`config.mk`:
```
export PLATFORM = sky130hd
export DESIGN_NAME = bpsk_burst_ctrl
export DESIGN_NICKNAME = d
export VERILOG_FILES = /design/src/rtl/bpsk_burst_ctrl.sv
export SDC_FILE = /design/constraint.sdc
export NUM_CORES = 1
export LEC_CHECK = 0
export ABC_AREA = 0
export CAP_MARGIN = 20
export CORE_ASPECT_RATIO = 1.5
export CORE_UTILIZATION = 45
export CTS_BUF_LIST = sky130_fd_sc_hd__clkbuf_8 sky130_fd_sc_hd__clkbuf_16
export DETAILED_ROUTE_END_ITERATION = 10
export PLACE_DENSITY = 0.72
export RECOVER_POWER = 50
export SYNTH_ARGS = -nofsm -noshare
export SYNTH_HDL_FRONTEND = slang
export SYNTH_SLANG_ARGS = --single-unit
```
`constraint.sdc`:
```
create_clock -name clk -period 2.9 [get_ports clk]
set_clock_uncertainty 0.2 [all_clocks]
set_input_delay 0.87 -clock clk [delete_from_list [all_inputs] [get_ports clk]]
set_output_delay 0.87 -clock clk [all_outputs]
set_load 0.005 [all_outputs]
```
`src/rtl/bpsk_burst_ctrl.sv`:
```
// Burst sequencer for the BPSK sine transmit path: guard, preamble, MSB-first
// payload, guard, then a one-clock done pulse. Drives NCO, polarity and DAC enables.
module bpsk_burst_ctrl #(
  parameter int                  BIT_CYCLES   = 50,
  parameter int                  PRE_BITS     = 16,
  parameter logic [PRE_BITS-1:0] PRE_PATTERN  = 16'hAAAA,
  parameter int                  DATA_W       = 32,
  parameter int                  GUARD_CYCLES = 8
) (
  input  logic              clk,
  input  logic              rst_n,
  input  logic              trig,
  input  logic              abort,
  input  logic [DATA_W-1:0] data_in,
  input  logic              data_valid,
  output logic              data_ready,
  output logic              nco_en,
  output logic              nco_clr,
  output logic              bpsk_bit,
  output logic              bit_strobe,
  output logic              dac_wrt_en,
  output logic              busy,
  output logic              done
);

  localparam int CYC_MAX = (BIT_CYCLES > GUARD_CYCLES) ? BIT_CYCLES : GUARD_CYCLES;
  localparam int CYC_W   = (CYC_MAX > 1) ? $clog2(CYC_MAX) : 1;
  localparam int BIT_MAX = (PRE_BITS > DATA_W) ? PRE_BITS : DATA_W;
  localparam int BIT_W   = (BIT_MAX > 1) ? $clog2(BIT_MAX) : 1;
  localparam int SR_W    = PRE_BITS + DATA_W;

  localparam logic [CYC_W-1:0] BIT_LAST   = CYC_W'(BIT_CYCLES - 1);
  localparam logic [CYC_W-1:0] GUARD_LAST = CYC_W'(GUARD_CYCLES - 1);
  localparam logic [BIT_W-1:0] PRE_LAST   = BIT_W'(PRE_BITS - 1);
  localparam logic [BIT_W-1:0] DATA_LAST  = BIT_W'(DATA_W - 1);

  typedef enum logic [2:0] {
    S_IDLE, S_ARM, S_GUARD_PRE, S_PREAMBLE, S_DATA, S_GUARD_POST, S_DONE
  } state_t;

  state_t            state_q, state_d;
  logic [CYC_W-1:0]  cyc_q, cyc_d;
  logic [BIT_W-1:0]  bit_q, bit_d;
  logic [SR_W-1:0]   sr_q, sr_d;
  logic              trig_d_q;
  logic              trig_rise;

  logic data_ready_q, data_ready_d;
  logic nco_en_q, nco_en_d;
  logic nco_clr_q, nco_clr_d;
  logic bpsk_bit_q, bpsk_bit_d;
  logic bit_strobe_q, bit_strobe_d;
  logic dac_wrt_en_q, dac_wrt_en_d;
  logic busy_q, busy_d;
  logic done_q, done_d;

  assign trig_rise = trig & ~trig_d_q;

  // Preamble and payload share one shift register, so the symbol is always its MSB.
  always_comb begin
    // NOTE: every always_comb target gets a default first so no path can infer a latch.
    state_d = state_q;
    cyc_d   = cyc_q;
    bit_d   = bit_q;
    sr_d    = sr_q;

    unique case (state_q)
      S_IDLE: begin
        cyc_d = '0;
        bit_d = '0;
        if (trig_rise) state_d = S_ARM;
      end
      S_ARM: begin
        if (data_valid && data_ready_q) begin
          sr_d    = {PRE_PATTERN, data_in};
          cyc_d   = '0;
          state_d = S_GUARD_PRE;
        end
      end
      S_GUARD_PRE: begin
        if (cyc_q == GUARD_LAST) begin
          cyc_d   = '0;
          bit_d   = '0;
          state_d = S_PREAMBLE;
        end else begin
          cyc_d = cyc_q + CYC_W'(1);
        end
      end
      S_PREAMBLE: begin
        if (cyc_q == BIT_LAST) begin
          cyc_d = '0;
          sr_d  = {sr_q[SR_W-2:0], 1'b0};
          if (bit_q == PRE_LAST) begin
            bit_d   = '0;
            state_d = S_DATA;
          end else begin
            bit_d = bit_q + BIT_W'(1);
          end
        end else begin
          cyc_d = cyc_q + CYC_W'(1);
        end
      end
      S_DATA: begin
        if (cyc_q == BIT_LAST) begin
          cyc_d = '0;
          sr_d  = {sr_q[SR_W-2:0], 1'b0};
          if (bit_q == DATA_LAST) begin
            bit_d   = '0;
            state_d = S_GUARD_POST;
          end else begin
            bit_d = bit_q + BIT_W'(1);
          end
        end else begin
          cyc_d = cyc_q + CYC_W'(1);
        end
      end
      S_GUARD_POST: begin
        if (cyc_q == GUARD_LAST) begin
          cyc_d   = '0;
          state_d = S_DONE;
        end else begin
          cyc_d = cyc_q + CYC_W'(1);
        end
      end
      S_DONE:  state_d = S_IDLE;
      default: state_d = S_IDLE;
    endcase

    if (abort && (state_q != S_IDLE)) begin
      state_d = S_IDLE;
      cyc_d   = '0;
      bit_d   = '0;
    end
  end

  // Outputs are decoded from the next state so the registered copies line up with state_q.
  always_comb begin
    data_ready_d = (state_d == S_ARM);
    nco_en_d     = (state_d == S_GUARD_PRE) || (state_d == S_PREAMBLE) ||
                   (state_d == S_DATA) || (state_d == S_GUARD_POST);
    dac_wrt_en_d = nco_en_d;
    nco_clr_d    = (state_d == S_GUARD_PRE) && (cyc_d == '0);
    bit_strobe_d = ((state_d == S_PREAMBLE) || (state_d == S_DATA)) && (cyc_d == '0);
    bpsk_bit_d   = ((state_d == S_PREAMBLE) || (state_d == S_DATA)) && sr_d[SR_W-1];
    busy_d       = (state_d != S_IDLE);
    done_d       = (state_d == S_DONE);
  end

  always_ff @(posedge clk or negedge rst_n) begin
    if (!rst_n) begin
      state_q      <= S_IDLE;
      cyc_q        <= '0;
      bit_q        <= '0;
      sr_q         <= '0;
      trig_d_q     <= 1'b0;
      data_ready_q <= 1'b0;
      nco_en_q     <= 1'b0;
      nco_clr_q    <= 1'b0;
      bpsk_bit_q   <= 1'b0;
      bit_strobe_q <= 1'b0;
      dac_wrt_en_q <= 1'b0;
      busy_q       <= 1'b0;
      done_q       <= 1'b0;
    end else begin
      // NOTE: non-blocking assignments so every flop samples pre-edge values.
      state_q      <= state_d;
      cyc_q        <= cyc_d;
      bit_q        <= bit_d;
      sr_q         <= sr_d;
      trig_d_q     <= trig;
      data_ready_q <= data_ready_d;
      nco_en_q     <= nco_en_d;
      nco_clr_q    <= nco_clr_d;
      bpsk_bit_q   <= bpsk_bit_d;
      bit_strobe_q <= bit_strobe_d;
      dac_wrt_en_q <= dac_wrt_en_d;
      busy_q       <= busy_d;
      done_q       <= done_d;
    end
  end

  assign data_ready = data_ready_q;
  assign nco_en     = nco_en_q;
  assign nco_clr    = nco_clr_q;
  assign bpsk_bit   = bpsk_bit_q;
  assign bit_strobe = bit_strobe_q;
  assign dac_wrt_en = dac_wrt_en_q;
  assign busy       = busy_q;
  assign done       = done_q;

endmodule

```
; After elaboration in Yosys (flattened, before gate mapping)
; Cells that the tools add are included.
; Widths: inputs -> output; s select.
[word_totals]
register_bits = 70
in_bits = 37
out_inout_bits = 8
wordCells = 81
[op_classes]
add_sub_neg = 2
eq_ne = 20
muxes = 25
n_bitwise = 2
reduce_logical = 19
[ops]
columns = cell, count
row1 = $mux 48, 2
row2 = $pmux 48 s2, 1
row3 = $mux 5, 6
row4 = $mux 3, 9
row5 = $mux 6, 4
row6 = $pmux 6 s4, 1
row7 = $pmux 5 s4, 1
row8 = $pmux 3 s6, 1
row9 = $eq 3x3->1 const B, 5
row10 = $eq 3x2->1 const B, 4
row11 = $ne 3x3->1 const B, 3
row12 = $add 6x1->6 const B, 1
row13 = $eq 3x1->1 const B, 2
row14 = $eq 6x3->1 const B, 1
row15 = $eq 6x6->1 const B, 1
row16 = $logic_not 6->1, 1
row17 = $reduce_bool 3->1, 2
row18 = $add 5x1->5 const B, 1
row19 = $eq 5x4->1 const B, 1
row20 = $eq 5x5->1 const B, 1
row21 = $logic_and 1x1->1, 5
row22 = $reduce_bool 5->1, 1
row23 = $logic_or 1x1->1, 4
row24 = $reduce_and 4->1, 1
row25 = other kinds (8), 9

; Depth between registers and ports, before layout
; Gate-level depths: netlist (run 1).
[depth]
depth_word = 9
ltp_mapped = 9
depth_no_buf = 9

; Worst setup path after synthesis (run 1)
; Ideal clock, no wire load.
[synth_path]
path_kind = input -> register
startpoint = input abort
endpoint = register nco_clr_q (netlist: nco_clr)
setup_ns = 0.095
t_arrival_ns = 2.056
t_required_ns = 2.605
setup_slack_ns = 0.549
path_stages = 7
path_buffers = 1
path_cell_list = clkbuf_1 > inv_1 > a31oi_1 > o21ai_0 > o221ai_1 > o2111ai_2 > nor4b_2
[synth_between]
elab_chain_len = 4
elab_cells_between_ends = 6
classes_between = 1 x eq/ne / 2 x mux / 3 x reduce/logical
[synth_rtl]
columns = element, line_no
row1 = from (decl), 13  ; input logic abort,
row2 = $logic_and 1x1->1 *, 129  ; if (abort && (state_q != S_IDLE)) begin
row3 = $mux 3 or $mux 6 (tied branches), 129
row4 = $eq 3x2->1 or $logic_not 6->1 (tied branches), 142  ; nco_clr_d = (state_d == S_GUARD_PRE) && (cyc_d == '0);
row5 = $logic_and 1x1->1 *, 142
row6 = via nco_clr_d, 50  ; logic nco_clr_q, nco_clr_d;
row7 = to (signal assigned), 173  ; nco_clr_q <= nco_clr_d;
row8 = to (decl), 50
; The timed path passes the listed nets; every way through them passes the cells marked *.
; A chain may end at the register's enable or synchronous reset.

; Worst setup path in the final report (run 1)
[layout_path]
startpoint = input trig
endpoint = register bit_strobe_q (netlist: bit_strobe)
[layout_between]
elab_chain_len = 7
elab_cells_between_ends = 8
classes_between = 2 x eq/ne / 3 x mux / 1 x bitwise / 2 x reduce/logical
[layout_rtl]
columns = element, line_no
row1 = from (decl), 12  ; input logic trig,
row2 = $and 1x1->1 *, 57  ; assign trig_rise = trig & ~trig_d_q;
row3 = $mux 3 *, 71  ; if (trig_rise) state_d = S_ARM;
row4 = $pmux 3 s6 *, 67  ; unique case (state_q)
row5 = $mux 3 *, 129
row6 = $eq 3x2->1 or $eq 3x3->1 (tied branches), 143  ; bit_strobe_d = ((state_d == S_PREAMBLE) || (state_d == S_DATA)) && (cyc_d == '0);
row7 = $logic_or 1x1->1 *, 143
row8 = $logic_and 1x1->1 *, 143
row9 = via bit_strobe_d, 52  ; logic bit_strobe_q, bit_strobe_d;
row10 = to (signal assigned), 175  ; bit_strobe_q <= bit_strobe_d;
row11 = to (decl), 52
; Marks and branches as above.

==> results.cfg, run 1 <==
[status]
outcome = finished, violations left
failed_checks = max-capacitance violations, max-slew violations

[flow_run]
maxCapViolCount = 1

[timing]
fmax_mhz = 374.3
slew_headroom = -0.1090
tightest_slew_ns = 1.664
setup_viol = 0
finalMaxSlewViolations = 71
min_period_over_period = 0.9213
fin_setup_tns_ns = 0
finalHoldViolations = 0
rsz0062_at_grt = false
timing.final.crit_period_ns = 2.672

[global_routing]
grt_max_degree = 71
overflow = 0
first_global_vias = 2537
antenna_found_initial = 0
grt_usage = 0.1941
grt_pass1_wl_microns = 11580

[synthesis]
muxShareOfSynthArea = 0.008929
yosys.area.top_type = dfrtp_1
netlist.area_leader.share = 0.5208
yosys.area_share.adder = 0.02232
synth_edf_count = 0
synth-simple-area-share = 0.1254
synth_flop_cell = dfrtp_1
ys_warn_count = 0
synthArstFlopShare = 1.000
ys_types = 59
syn_nets = 350
synth_top_family_by_area = compound AO/OA/AOI/OAI gates
ys_ff_latch = 70
synth_xor_area_frac = 0.005208
ys_top_cells_by_area = dfrtp_1, a222oi_1, inv_1, a22o_1, ha_1
syn_avg_cell_area_sq_um = 10.96
ys_seq_area_frac = 0.5208
syn-instance-count = 307
syn-cell-area_sq_um = 3363
synth_compound_area_frac = 0.2433

[worst_setup_path]
max_stage_delay_ns = 0.55
crit_path_top_delay_cell = dlygate4sd3_1
critPathMostFrequentCell = a211oi_1
path_buf_inv = 1
worstPathMaxFanout = 4
cp.depth = 7
critPathTopFamily = compound AO/OA/AOI/OAI gates
worstPathRequired_ns = 2.92
path_cells = dlygate4sd3_1 > nor3b_1 > a211oi_1 > a211oi_1 > a311oi_2 > mux2i_1 > nor3_1
crit_type = in2reg
worstRegToRegCells = 6
worst_setup_path_start_kind = primary input
endpoint_kind = flip-flop
arrival_ns = 2.70

[floorplanning]
die_h_microns = 107.9
rows = 38
io_pins = 45
die_area_sq_um = 7830
initial_core_util = 0.4654
design.core.area_sq_um = 7227
die_w_microns = 72.59

[clock_network]
root_buffer = clkbuf_8
post-cts-setup-buffers = 0
cts.path.max_buffers = 2
hold_buffers = 0
clk_pin_slew_ns = 0.08
ctsHtreeMaxLevel = 3
cts_sinks = 70
cts_buffers = 9
clk_latency_ns = 0.35
post_cts_resize_count = 0
cts_tree = done

[place]
dp_hpwl_microns = 4661
gp_congestion = 0.9148
dp.cells = 442
io_buffers = 44

[worst_hold_path]
hold_path_depth = 2
min-delay-path-class = reg2reg

[cells_and_area]
final_util = 0.5706
area_growth_pct = 22.62
drive_gt1_frac = 0.1229
instances_no_fill = 458
final_nets = 396
n_antenna_cell = 0

[drt]
drt-initial-drc-count = 311
vias = 2621
route.detailed.drc = 0
drt_wl_total_microns = 6981
drtAntennaViolNets = 0
wl_per_cell_microns = 15.24
viasPerCell = 5.723
drtPass1Iterations = 8

[power_and_ir_drop]
power.density_nw_per_um2 = 741.6
peakVddDrop_mv = 0.3680
leakage_nw = 1.902
==> area by class of cell <==
cell class,instances,area [sq um]
fill,634,3103
sequential,70,1752
multi-input combinational,179,1375
timing repair buffer,55,536.8
clock buffer,11,151.4
inverter,38,142.6
tap,100,125.1
clock inverter,5,41.29
==> path summary, 6_finish.rpt <==
check | from | end | slack [ns]
min in group asynchronous | rst_n | busy$_DFF_PN0_ | 0.84
worst max register to register | state_q[0]$_DFF_PN0_ | bit_strobe$_DFF_PN0_ | 0.44
worst min-delay path | sr_q[6]$_DFFE_PN0P_ | sr_q[6]$_DFFE_PN0P_ | 0.29
max in group asynchronous | rst_n | sr_q[9]$_DFFE_PN0P_ | 0.67
worst min register to register | sr_q[6]$_DFFE_PN0P_ | sr_q[6]$_DFFE_PN0P_ | 0.29
worst max-delay path | trig | bit_strobe$_DFF_PN0_ | 0.23
==> logic make-up after synthesis <==
family,after synthesis
xor gates and xnor gates,2
and+or+nand+nor,70
buffers and inverters,58
adders and majority gates,6
muxes,3
AOI/OAI and AO/OA,98
DFF,70
==> through the flow <==
stage / worst slack [ns] / hold WS (ns) / total power, mW / cell area, sq um
after global routing: 0.1013 / 0.3123 / 3.268 / 4124
after floorplan: 0.5489 / 0.2567 / 2.018 / 3363
after detailed placement: -0.01103 / 0.2790 / 2.340 / 3953
after global placement: 0.04702 / 0.2719 / 2.315 / 3953
final: 0.2283 / 0.2900 / 3.058 / 4124
after CTS: 0.3667 / 0.2958 / 3.096 / 4145
==> worst reg2reg max path: cells and delay by family (launching register included) <==
kind               cells  cell delay [ns]
DFF                    1             0.58
AOI/OAI and AO/OA      2             0.48
and+or+nand+nor        4             1.08
==> cell usage in the layout, fill, tap and decap left out, types with 5 or more instances in the layout <==
cell type        count
a21oi_1              5
clkdlybuf4s50_1     42
buf_4                7
nand2_1             13
a22o_1               9
dfrtp_1             70
o22ai_1              6
nand3_1              5
o22a_1               6
inv_1               37
nor2_1               8
nand2b_1             9
clkbuf_8            11
a222oi_1            31
ha_1                 6
o21ai_0             12
==> sequential cells by signal, indices dropped and copies added (netlist names) <==
| register | cells |
|---|---|
| trig_d_q | 1 |
| dac_wrt_en | 1 |
| data_ready | 1 |
| done | 1 |
| bit_strobe | 1 |
| busy | 1 |
| nco_clr | 1 |
| cyc_q | 6 |
| sr_q | 48 |
| bit_q | 5 |
| bpsk_bit | 1 |
| state_q | 3 |
==> report_power, final <==
part	leakage, nW	switching [mW]	internal [mW]
Clock	0.0926	0.376	0.364
Combinational	0.916	0.400	0.451
Sequential	0.893	0.200	1.27
==> synth_stat cells, types with 3 or more instances <==
cell        n
nand2b_1    9
clkbuf_1    7
nor2_1      8
a222oi_1   31
and2_1      4
o22a_1      6
nand3_1     5
o22ai_1     6
buf_2      10
mux2i_1     3
o21ai_0    12
a22o_1      9
ha_1        6
nand2_1    13
and3_1      3
a211oi_1    3
nor2b_1     4
inv_1      37
nor3_1      5
nor3b_1     3
o2bb2ai_1   3
dfrtp_1    70
a21oi_1     6
nand3b_1    3
a31oi_1     4
==> layer usage <==
layer | track usage | up-vias | share of wire
li1 | - | 1246 | -
met1 | 0.2330 | 1301 | 0.42
met2 | 0.3131 | 57 | 0.51
met3 | 0.04588 | 17 | 0.041
met4 | 0.1134 | 0 | 0.029
met5 | 0 | - | 0
Power figures use the tool's default switching activity.
==> inputs of run 2 (changes only) <==
Settings changed: ABC_AREA 0 to 1.
==> results.cfg, run 2 <==
[status]
outcome = finished, final reports clean

[cells_and_area]
drive_gt1_frac = 0.09685
n_antenna_cell = 0
instances_no_fill = 544
final_util = 0.5655
final_nets = 482
reg_top3 = sr_q: 48 flops, cyc_q: 6 flops, bit_q: 5 flops
final_common_cell = nand2_1
final_cell_mix = nand2_1, dfrtp_1, inv_1
largest-register = sr_q
area_growth_pct = 20.22
largest_reg_flops = 48

[timing]
finalMaxSlewViolations = 0
tightest_slew_ns = 0.9053
timing.final.crit_period_ns = 2.537
slew_headroom = 0.3965
fmax_mhz = 394.2
rsz0062_at_grt = false
min_period_over_period = 0.8747
fin_setup_tns_ns = 0
finalHoldViolations = 0
setup_viol = 0

[drt]
drtPass1Iterations = 4
drt_wl_total_microns = 7013
drt-initial-drc-count = 137
vias = 2744
viasPerCell = 5.044
wl_per_cell_microns = 12.89
drtAntennaViolNets = 0
route.detailed.drc = 0

[global_routing]
grt_usage = 0.1959
grt_busiest_layer = met2
first_global_vias = 2674
overflow = 0
grt_pass1_wl_microns = 11670
grtUsageMet3 = 0.05545
grt_max_degree = 55
antenna_found_initial = 0
grtUsageMet1 = 0.2197
grtUsageMet2 = 0.3307

[place]
dp.cells = 528
io_buffers = 44
dp_hpwl_microns = 4921
gp_congestion = 0.9200

[worst_setup_path]
arrival_ns = 2.53
crit_type = in2reg
max_stage_delay_ns = 0.53
path_buf_inv = 3
path_cells = dlygate4sd3_1 > nand2_1 > nand3_1 > inv_1 > nor2_8 > inv_2 > a22oi_1
worst_setup_path_start_kind = primary input
endpoint_kind = flip-flop
crit_path_top_delay_cell = dlygate4sd3_1
worstPathMaxFanout = 39
critPathTopFamily = buffers and inverters
worstPathRequired_ns = 2.89

[clock_network]
root_buffer = clkbuf_8
clk_pin_slew_ns = 0.08
cts_tree = done
hold_buffers = 0
cts_buffers = 9
post_cts_resize_count = 0
post-cts-setup-buffers = 0
cts.path.max_buffers = 2
cts_sinks = 70
ctsHtreeMaxLevel = 3
clk_latency_ns = 0.36

[synthesis]
ys_top_cells_by_area = dfrtp_1, nand2_1, a22oi_1, inv_1, nand3_1
synth_flop_cell = dfrtp_1
ys_seq_area_frac = 0.5119
syn_nets = 439
syn-instance-count = 396
ys_types = 31
syn-cell-area_sq_um = 3422
ys_warn_count = 0
synthArstFlopShare = 1.000
syn_avg_cell_area_sq_um = 8.641
ys_ff_latch = 70
yosysMostFrequentCell = nand2_1
netlist.area_leader.share = 0.5119
yosys.area.top_type = dfrtp_1
synth_edf_count = 0
synth_commonest_cells = nand2_1, dfrtp_1, inv_1

[power_and_ir_drop]
leakage_nw = 2.140
power.density_nw_per_um2 = 733.2
peakVddDrop_mv = 0.3826

[floorplanning]
die_h_microns = 108.8
die_area_sq_um = 7964
initial_core_util = 0.4704
die_w_microns = 73.20
design.core.area_sq_um = 7274
io_pins = 45
rows = 38

[flow_run]
maxCapViolCount = 0

[worst_hold_path]
min-delay-path-class = reg2reg
## run 2: cell type report
cell class / instances / area (sq um)
well taps: 100 / 125.1
multi-input cells: 262 / 1383
clock buffers: 9 / 123.9
clock inverters: 7 / 81.33
inverters: 50 / 187.7
fillers: 679 / 3161
flip-flops and latches: 70 / 1752
repair buffers: 46 / 461.7
## run 2: where the power goes
group	total (mW)	switching [mW]	internal [mW]
Sequential	1.40	0.163	1.24
Combinational	0.802	0.488	0.314
Clock	0.816	0.407	0.408
Total	3.02	1.06	1.96
## run 2: worst min-delay path, delay by kind of cell, from the launching register on
kind,cells,cell delay (ns)
simple gates,2,0.10
flops,1,0.35
## run 2: per-stage QoR
| stage | instance area (sq um) | power, mW | setup slack, ns | hold WS (ns) |
|---|---|---|---|---|
| floorplan | 3422 | 1.990 | 0.9057 | 0.2427 |
| global placement | 3923 | 2.212 | 0.08518 | 0.2547 |
| detailed placement | 3923 | 2.234 | 0.08638 | 0.2588 |
| CTS | 4128 | 3.060 | 0.4634 | 0.2322 |
| global route | 4114 | 3.231 | 0.1943 | 0.2944 |
| finish | 4114 | 3.017 | 0.3633 | 0.2774 |
## run 2: worst paths after layout
check	end	startpoint	cells past startpoint	slack [ns]
setup / recovery	sr_q[33]$_DFFE_PN0P_	data_valid	7	0.36
hold / removal	sr_q[13]$_DFFE_PN0P_	sr_q[13]$_DFFE_PN0P_	2	0.28
setup reg to reg	sr_q[33]$_DFFE_PN0P_	cyc_q[0]$_DFF_PN0_	8	0.57
hold reg to reg	sr_q[13]$_DFFE_PN0P_	sr_q[13]$_DFFE_PN0P_	2	0.28
max in group asynchronous	bit_strobe$_DFF_PN0_	rst_n	2	0.76
min in group asynchronous	sr_q[26]$_DFFE_PN0P_	rst_n	1	0.42
## run 2: metal layers
| layer | wire (microns) | up-vias |
|---|---|---|
| met2 | 3595 | 58 |
| met1 | 2929 | 1294 |
| met5 | 0 | - |
| met3 | 249 | 17 |
| met4 | 238 | 0 |
| li1 | - | 1375 |
## run 2: kinds of logic after synthesis
| kind of cell | share of synthesized area |
|---|---|
| simple gates | 0.2468 |
| compound gates | 0.1272 |
| flops | 0.5119 |
| fa+ha+maj | 0.02194 |
| mux | 0.002925 |
| xor+xnor | 0.005120 |
| buf+inv | 0.08409 |
